<file path="src/rtl/mmap_synth_regs.sv">
`timescale 1ns/1ps
// mmap_synth_regs
// Memory-mapped control block for the multi-voice synthesizer. Decodes CPU
// loads/stores in the I/O window and holds the global and per-voice synth
// registers. It also generates one-cycle note control pulses, keeps sticky
// per-voice finished flags, and runs the cycle/instruction counters. The PWM
// duty request/acknowledge handshake runs on its own once a duty value is stored.
//
// Ports
//   clk            rising-edge clock
//   rst            asynchronous active-low reset
//   en/addr/sel    access strobe, word address, op (1=LOAD, 2=STORE, 6=nop)
//   wdata/rdata    store data in, registered load data out
//   fcw            per-voice frequency control words, voice v at [v*FCW_WIDTH +: FCW_WIDTH]
//   note_start/note_release/note_reset  one-cycle per-voice pulses
//   note_finished  one-cycle finished pulses from the voices
//   *_shift, global_gain  NCO waveform shifts and output gain shift
//   dac_source     0 = CPU duty, 1 = synth
//   duty_cycle, tx_req, tx_ack  duty handshake towards pwm_controller
module mmap_synth_regs #(
    parameter int NUM_VOICES  = 4,
    parameter int FCW_WIDTH   = 24,
    parameter int SHIFT_WIDTH = 5,
    parameter int DUTY_WIDTH  = 12
) (
    input  logic                            clk,
    input  logic                            rst,
    input  logic                            en,
    input  logic [15:0]                     addr,
    input  logic [2:0]                      sel,
    input  logic [31:0]                     wdata,
    output logic [31:0]                     rdata,
    output logic [NUM_VOICES*FCW_WIDTH-1:0] fcw,
    output logic [NUM_VOICES-1:0]           note_start,
    output logic [NUM_VOICES-1:0]           note_release,
    output logic [NUM_VOICES-1:0]           note_reset,
    input  logic [NUM_VOICES-1:0]           note_finished,
    output logic [SHIFT_WIDTH-1:0]          sine_shift,
    output logic [SHIFT_WIDTH-1:0]          square_shift,
    output logic [SHIFT_WIDTH-1:0]          triangle_shift,
    output logic [SHIFT_WIDTH-1:0]          sawtooth_shift,
    output logic [SHIFT_WIDTH-1:0]          global_gain,
    output logic                            dac_source,
    output logic [DUTY_WIDTH-1:0]           duty_cycle,
    output logic                            tx_req,
    input  logic                            tx_ack
);

    localparam logic [2:0]  SEL_LOAD    = 3'd1;
    localparam logic [2:0]  SEL_STORE   = 3'd2;
    localparam logic [2:0]  SEL_NOP     = 3'd6;

    localparam logic [15:0] ADDR_CYCLE  = 16'h0010;
    localparam logic [15:0] ADDR_INSTR  = 16'h0014;
    localparam logic [15:0] ADDR_CNTRST = 16'h0018;
    localparam logic [15:0] ADDR_DUTY   = 16'h0034;
    localparam logic [15:0] ADDR_STATUS = 16'h0040;
    localparam logic [15:0] ADDR_DACSRC = 16'h0044;
    localparam logic [15:0] ADDR_GRST   = 16'h0100;
    localparam logic [15:0] ADDR_GAIN   = 16'h0104;

    localparam logic [4:0]  OFF_FCW     = 5'h00;
    localparam logic [4:0]  OFF_START   = 5'h04;
    localparam logic [4:0]  OFF_RELEASE = 5'h08;
    localparam logic [4:0]  OFF_FINISH  = 5'h0C;
    localparam logic [4:0]  OFF_RESET   = 5'h10;

    typedef enum logic [1:0] {
        PWM_IDLE = 2'd0,
        PWM_REQ  = 2'd1,
        PWM_DROP = 2'd2
    } pwm_state_t;

    // ---------------- decode ----------------
    logic       is_load, is_store;
    logic       voice_win, voice_valid;
    logic [2:0] voice_idx;
    logic [4:0] voice_off;
    logic       shift_hit;
    logic [1:0] shift_sel;
    logic       st_cnt_rst, st_duty, st_glob_rst;
    logic       unused_wdata;

    assign is_load     = en && (sel == SEL_LOAD);
    assign is_store    = en && (sel == SEL_STORE);
    // Voice window 0x1000-0x10FF: eight 32-byte slots, only the first NUM_VOICES are real.
    assign voice_win   = (addr[15:8] == 8'h10);
    assign voice_idx   = addr[7:5];
    assign voice_off   = addr[4:0];
    assign voice_valid = voice_win && (int'(voice_idx) < NUM_VOICES);
    // Shift registers live at 0x0200/04/08/0C.
    assign shift_hit   = (addr[15:4] == 12'h020) && (addr[1:0] == 2'b00);
    assign shift_sel   = addr[3:2];
    assign st_cnt_rst  = is_store && (addr == ADDR_CNTRST);
    assign st_duty     = is_store && (addr == ADDR_DUTY);
    assign st_glob_rst = is_store && (addr == ADDR_GRST);
    // High store-data bits beyond each register's width are deliberately dropped.
    assign unused_wdata = ^wdata;

    // ---------------- global registers and counters ----------------
    logic                   dac_source_reg;
    logic [SHIFT_WIDTH-1:0] gain_reg;
    logic [SHIFT_WIDTH-1:0] shift_reg [4];
    logic [31:0]            cycle_count_reg, instr_count_reg;

    always_ff @(posedge clk or negedge rst) begin
        if (!rst) begin
            dac_source_reg  <= 1'b0;
            gain_reg        <= '0;
            cycle_count_reg <= '0;
            instr_count_reg <= '0;
        end else begin
            if (is_store && addr == ADDR_DACSRC) dac_source_reg <= wdata[0];
            if (is_store && addr == ADDR_GAIN)   gain_reg       <= wdata[SHIFT_WIDTH-1:0];
            if (st_cnt_rst) begin
                cycle_count_reg <= '0;
                instr_count_reg <= '0;
            end else begin
                cycle_count_reg <= cycle_count_reg + 32'd1;
                if (en && sel != SEL_NOP) instr_count_reg <= instr_count_reg + 32'd1;
            end
        end
    end

    genvar gi;
    generate
        for (gi = 0; gi < 4; gi++) begin : g_shift
            always_ff @(posedge clk or negedge rst) begin
                if (!rst)
                    shift_reg[gi] <= '0;
                else if (is_store && shift_hit && int'(shift_sel) == gi)
                    shift_reg[gi] <= wdata[SHIFT_WIDTH-1:0];
            end
        end
    endgenerate

    assign sine_shift     = shift_reg[0];
    assign square_shift   = shift_reg[1];
    assign triangle_shift = shift_reg[2];
    assign sawtooth_shift = shift_reg[3];
    assign global_gain    = gain_reg;
    assign dac_source     = dac_source_reg;

    // ---------------- per-voice registers ----------------
    logic [NUM_VOICES-1:0] flag_vec;

    generate
        for (gi = 0; gi < NUM_VOICES; gi++) begin : g_voice
            logic                 hit;
            logic                 clear_flag;
            logic [FCW_WIDTH-1:0] fcw_reg;
            logic                 start_reg, release_reg, reset_reg, flag_reg;

            assign hit        = voice_valid && (int'(voice_idx) == gi);
            assign clear_flag = (hit && is_load && voice_off == OFF_FINISH) || st_glob_rst;

            always_ff @(posedge clk or negedge rst) begin
                if (!rst) begin
                    fcw_reg     <= '0;
                    start_reg   <= 1'b0;
                    release_reg <= 1'b0;
                    reset_reg   <= 1'b0;
                    flag_reg    <= 1'b0;
                end else begin
                    if (hit && is_store && voice_off == OFF_FCW)
                        fcw_reg <= wdata[FCW_WIDTH-1:0];
                    start_reg   <= hit && is_store && (voice_off == OFF_START);
                    release_reg <= hit && is_store && (voice_off == OFF_RELEASE);
                    reset_reg   <= st_glob_rst || (hit && is_store && (voice_off == OFF_RESET));
                    // A finished pulse beats a coinciding clear so no event is lost.
                    if (note_finished[gi])
                        flag_reg <= 1'b1;
                    else if (clear_flag)
                        flag_reg <= 1'b0;
                end
            end

            assign fcw[gi*FCW_WIDTH +: FCW_WIDTH] = fcw_reg;
            assign note_start[gi]   = start_reg;
            assign note_release[gi] = release_reg;
            assign note_reset[gi]   = reset_reg;
            assign flag_vec[gi]     = flag_reg;
        end
    endgenerate

    // ---------------- PWM duty handshake ----------------
    pwm_state_t              pwm_state_reg;
    logic                    tx_req_reg;
    logic [DUTY_WIDTH-1:0]   duty_reg, pending_duty_reg;
    logic                    pending_valid_reg;
    logic                    ack_meta_reg, ack_sync_reg;
    logic                    pwm_busy;

    assign pwm_busy = (pwm_state_reg != PWM_IDLE);

    always_ff @(posedge clk or negedge rst) begin
        if (!rst) begin
            pwm_state_reg     <= PWM_IDLE;
            tx_req_reg        <= 1'b0;
            duty_reg          <= '0;
            pending_duty_reg  <= '0;
            pending_valid_reg <= 1'b0;
            ack_meta_reg      <= 1'b0;
            ack_sync_reg      <= 1'b0;
        end else begin
            ack_meta_reg <= tx_ack;
            ack_sync_reg <= ack_meta_reg;
            case (pwm_state_reg)
                PWM_IDLE: begin
                    // A fresh store is newer than anything pending, so it wins.
                    if (st_duty || pending_valid_reg) begin
                        duty_reg          <= st_duty ? wdata[DUTY_WIDTH-1:0] : pending_duty_reg;
                        pending_valid_reg <= 1'b0;
                        tx_req_reg        <= 1'b1;
                        pwm_state_reg     <= PWM_REQ;
                    end
                end
                PWM_REQ: begin
                    if (ack_sync_reg) begin
                        tx_req_reg    <= 1'b0;
                        pwm_state_reg <= PWM_DROP;
                    end
                end
                PWM_DROP: begin
                    if (!ack_sync_reg) pwm_state_reg <= PWM_IDLE;
                end
                default: begin
                    tx_req_reg    <= 1'b0;
                    pwm_state_reg <= PWM_IDLE;
                end
            endcase
            // Stores during a handshake park in a one-deep slot; the last one wins.
            if (st_duty && pwm_busy) begin
                pending_valid_reg <= 1'b1;
                pending_duty_reg  <= wdata[DUTY_WIDTH-1:0];
            end
        end
    end

    assign tx_req     = tx_req_reg;
    assign duty_cycle = duty_reg;

    // ---------------- load path ----------------
    logic [31:0] read_value;
    logic [31:0] rdata_reg;

    always_comb begin
        read_value = '0;
        case (addr)
            ADDR_CYCLE:  read_value = cycle_count_reg;
            ADDR_INSTR:  read_value = instr_count_reg;
            ADDR_STATUS: read_value = {30'd0, pending_valid_reg, pwm_busy};
            ADDR_DACSRC: read_value = {31'd0, dac_source_reg};
            ADDR_GAIN:   read_value = 32'(gain_reg);
            default:     ;
        endcase
        if (shift_hit) read_value = 32'(shift_reg[shift_sel]);
        for (int i = 0; i < NUM_VOICES; i++) begin
            if (voice_win && int'(voice_idx) == i) begin
                if (voice_off == OFF_FCW)
                    read_value = 32'(fcw[i*FCW_WIDTH +: FCW_WIDTH]);
                else if (voice_off == OFF_FINISH)
                    read_value = {31'd0, flag_vec[i] | note_finished[i]};
            end
        end
    end

    always_ff @(posedge clk or negedge rst) begin
        if (!rst)
            rdata_reg <= '0;
        else if (is_load)
            rdata_reg <= read_value;
    end

    assign rdata = rdata_reg;

endmodule

</file>
<file path="config.mk">
export PLATFORM = sky130hd
export DESIGN_NAME = mmap_synth_regs
export DESIGN_NICKNAME = d
export VERILOG_FILES = /design/src/rtl/mmap_synth_regs.sv
export SDC_FILE = /design/constraint.sdc
export NUM_CORES = 1
export LEC_CHECK = 0
export ABC_AREA = 0
export CAP_MARGIN = 5
export CELL_PAD_IN_SITES_DETAIL_PLACEMENT = 0
export CELL_PAD_IN_SITES_GLOBAL_PLACEMENT = 2
export CORE_MARGIN = 1
export CORE_UTILIZATION = 34
export DETAILED_ROUTE_END_ITERATION = 10
export GPL_TIMING_DRIVEN = 0
export HOLD_SLACK_MARGIN = 0.03
export PLACE_DENSITY = 0.77
export SLEW_MARGIN = 0
export SYNTH_ARGS = -nofsm -noshare
export SYNTH_HDL_FRONTEND = slang
export SYNTH_SLANG_ARGS = --single-unit
</file>
<file path="constraint.sdc">
create_clock -name clk -period 3 [get_ports clk]
set_clock_uncertainty 0.15 [all_clocks]
set_input_delay 0.3 -clock clk [delete_from_list [all_inputs] [get_ports clk]]
set_output_delay 0.3 -clock clk [all_outputs]
set_load 0.05 [all_outputs]
</file>
==> flow_metrics.tcl <==
set metrics [dict create \
    timing.critical_path.from_type "primary input" \
    finalWorstPathRequiredPeriod_ns 2.93 \
    via_count 10456 \
    critPathRequiredTime_ns 3.29 \
    outcome "finished clean" \
    layout.filler_cells 3378 \
    route.detailed.drc 0 \
    cts_max_path_buffers 3 \
    top_usage_layer "met2" \
    arrival_time_reported_for_the_critical_path_endpoint_ns 3.22 \
    die_x_um 195 \
    fraction_of_layout_instances_using_a_drive_strength_above_1 0.201 \
    critPathLaunch "addr[9]" \
    synth-edff-count 0 \
    area_fraction_in_compound_gates_after_synthesis 0.103 \
    worst_slew_pin_tran_ns 0.953 \
    timing.max_slew.rel_slack 0.359 \
    grt_setup_unrepaired "true" \
    synthArstFlopShare 1.00 \
    cellPowerDensity_nw_per_um2 497 \
    number_of_global_route_vias_before_repair 10686 \
    sequential_fraction_of_the_synthesis_area 0.520 \
    num_antenna_cells 0 \
    yosys.area_share.xor_xnor 0.0297 \
    initial_utilization 0.346 \
    postRouteAntennaNets 0 \
    dr.pass1.iters 5 \
    synth-adder-area-share 0.00197 \
    clock_sinks 264 \
    ys_ff_latch 264 \
    synthesis.yosys.warnings 0 \
    met2_usage 0.374 \
    core_area_um2 36700 \
    yosysUniqueCellTypes 67 \
    timing.final.max_slew_violations 0 \
    layout_worst_path_cycle_share 0.977 \
    top_level_ports 238 \
    port_buffers 226 \
    critical_path.reg2reg.startpoint "cycle_count_reg[2]" \
    synthesis.nets 1221 \
    routed_via_density 5.43 \
    synthFlopType "dfrtp_1" \
    critPathMaxFanout 10 \
    total_of_max_cap_violations 0 \
    clk-insertion-delay-late_ns 0.57 \
    synth_top_family_by_area "simple AND/OR/NAND/NOR gates" \
    grtUsageMet3 0.0527 \
    achievable-frequency_mhz 341 \
    layout.core_utilization 0.462 \
    track_usage 0.239 \
    avgSynthCellArea_um2 10.9 \
    grtUsageMet1 0.334 \
    grt_first_pass_wirelength_mm 69.1 \
    clk_transition_reported_paths_ns 0.06 \
    path_common_cell "buf_2" \
    routed_wire_length_per_instance_um 23.6 \
    power.total_mw 8.44 \
    syn_to_final_growth_pct 33.7 \
    crit_slowest_cell "nor4_4" \
    synth_mux_area_frac 0.139 \
    grt_start_max_net_pins 93 \
    cts_max_level 1 \
    critPathCaptureType "register" \
    row_count 70 \
    clock_tree.root_cell "clkbuf_16" \
    path_cells "clkdlybuf4s50_1 > or4_1 > buf_2 > or2_4 > nor4_4 > buf_2 > mux2_2" \
    tritoncts_clock_tree "done" \
    largest_register_ff_count 96 \
    syn_area_um2 12700 \
    die_height_um 195 \
    finalSetupViolations 0 \
    synth_cells 1160 \
    crit_type "in -> reg" \
    fin_hold_ws_ns 0.148 \
    antenna_violations_before_repair 0 \
    cts_inserted_buffers 31 \
    hp-class "in -> async" \
    cellLeakagePower_nw 7.24 \
    detailedRoute.firstIterationViolations 703 \
    synth_simple_gate_area_share 0.165 \
    irDropWorstVdd_uv 456 \
    finalNetCount 1492 \
    crit_path_max_incr_delay_ns 0.56 \
    floorplan.die_area_um2 38100 \
    gr-total-overflow 0 \
    gp_routability_congestion 0.888 \
    drt-total-wl_mm 45.5 \
    finalHoldViolCount 0 \
    dp.final_hpwl_mm 33.7 \
]
[worst max-delay path, delay by kind of cell]
family / cells / cell delay [ns]
simple gates: 3 / 1.42
buf+inv: 3 / 1.10
mux: 1 / 0.38
[cells in the mapped netlist (4+ instances only)]
| library cell | n | share of area |
|---|---|---|
| nor2_1 | 79 | 0.023 |
| and4_1 | 5 | 0.0034 |
| a31oi_1 | 10 | 0.0049 |
| xor2_1 | 13 | 0.0090 |
| mux2_2 | 136 | 0.12 |
| xnor2_1 | 30 | 0.021 |
| dfrtp_1 | 264 | 0.52 |
| nor4_2 | 4 | 0.0039 |
| nand3_1 | 53 | 0.021 |
| a2bb2oi_1 | 6 | 0.0041 |
| mux2_1 | 10 | 0.0089 |
| a222oi_1 | 10 | 0.0079 |
| and3_1 | 17 | 0.0084 |
| or4_1 | 11 | 0.0065 |
| o211ai_1 | 8 | 0.0047 |
| nor3_1 | 41 | 0.016 |
| a21oi_1 | 25 | 0.0099 |
| mux4_2 | 5 | 0.0089 |
| a31o_2 | 5 | 0.0034 |
| nor4_1 | 24 | 0.012 |
| and2_1 | 6 | 0.0030 |
| a32o_1 | 7 | 0.0055 |
| or2_2 | 12 | 0.0059 |
| clkbuf_1 | 46 | 0.014 |
| buf_4 | 14 | 0.0083 |
| or4b_2 | 4 | 0.0032 |
| inv_1 | 36 | 0.011 |
| a221oi_1 | 9 | 0.0062 |
| or3_1 | 21 | 0.010 |
| nand4b_1 | 4 | 0.0028 |
| o31ai_1 | 7 | 0.0041 |
| a21o_1 | 6 | 0.0035 |
| a22oi_1 | 24 | 0.014 |
| o21ai_0 | 56 | 0.022 |
| nand4_1 | 10 | 0.0049 |
| nor2b_1 | 4 | 0.0020 |
| buf_2 | 20 | 0.0079 |
| nand2_1 | 74 | 0.022 |
[cell families (layout without fill, tap and decap cells)]
logic type	after synthesis	count (layout)
and+or+nand+nor	390	390
AOI/OAI and AO/OA	192	192
xor gates and xnor gates	43	43
DFF	264	264
buffers and inverters	117	413
adders and majority gates	2	2
muxes	152	152
[through the flow]
| step | setup TNS (ns) | area [um^2] | worst slack [ns] | cells |
|---|---|---|---|---|
| finish | 0 | 17000 | 0.0697 | 1924 |
| global route | -0.000272 | 17000 | -0.000272 | 1924 |
| CTS | 0 | 16900 | 0.00513 | 1916 |
| detailed placement | -159.55 | 15600 | -1.30 | 1856 |
| global placement | -2952.76 | 15500 | -10.60 | 1854 |
| floorplan | 0 | 12700 | 0.286 | 1160 |
[where the power goes]
group / total, mW / internal [mW] / switching [mW]
Clock: 4.22 / 2.64 / 1.58
Sequential: 3.70 / 3.62 / 0.0784
Combinational: 0.519 / 0.174 / 0.345
Total: 8.44 / 6.43 / 2.00
[final cells by class]
cell class | count | area, um^2 | area share
clock buffer | 39 | 866 | 0.0510
buffer | 81 | 389 | 0.0229
tap | 468 | 586 | 0.0345
inverter | 36 | 135 | 0.00797
multi-input combinational | 779 | 5700 | 0.336
timing repair buffer | 238 | 2400 | 0.141
sequential | 264 | 6610 | 0.389
clock inverter | 19 | 287 | 0.0169
[cell usage in the layout, fill, tap and decap left out, types with 8 or more instances in the layout]
cell	instances
nor4_1	21
nor3_1	39
nor2_1	77
and3_1	17
a31oi_1	10
mux2_2	136
xor2_1	13
a22oi_1	24
a21oi_1	24
or4_1	11
or3_1	21
nand3_1	53
nand4_1	10
o211ai_1	8
o21ai_0	56
clkbuf_1	45
buf_2	19
nand2_1	74
or2_2	12
a222oi_1	10
clkbuf_16	31
xnor2_1	30
inv_1	36
a221oi_1	9
buf_4	21
clkdlybuf4s50_1	225
mux2_1	10
dfrtp_1	264
[routing by layer]
layer | vias up | routed length [um]
li1 | 4780 | -
met1 | 5292 | 20600
met2 | 328 | 20800
met3 | 56 | 3070
met4 | 0 | 981
met5 | - | 0
[what timing repair did]
action                                 4_1_cts  5_1_grt
hold buffers                                 2        0
setup endpoints to repair                  118      119
gates cloned                                 0        0
gates resized for setup                     15       13
endpoints found under the hold margin       87        0
pin swaps                                    1        5
setup buffers                                0        7
[path summary, 6_finish.rpt]
kind	to	cells past startpoint	slack (ns)
setup / recovery	g_voice[1].fcw_reg[8]	7	0.07
hold / removal	g_voice[0].release_reg	2	0.15
setup reg to reg	cycle_count_reg[31]	6	0.20
hold reg to reg	ack_sync_reg	0	0.20
max in group asynchronous	g_voice[0].fcw_reg[12]	4	1.18
min in group clk	g_voice[0].flag_reg	2	0.20
Power figures use the tool's default switching activity.
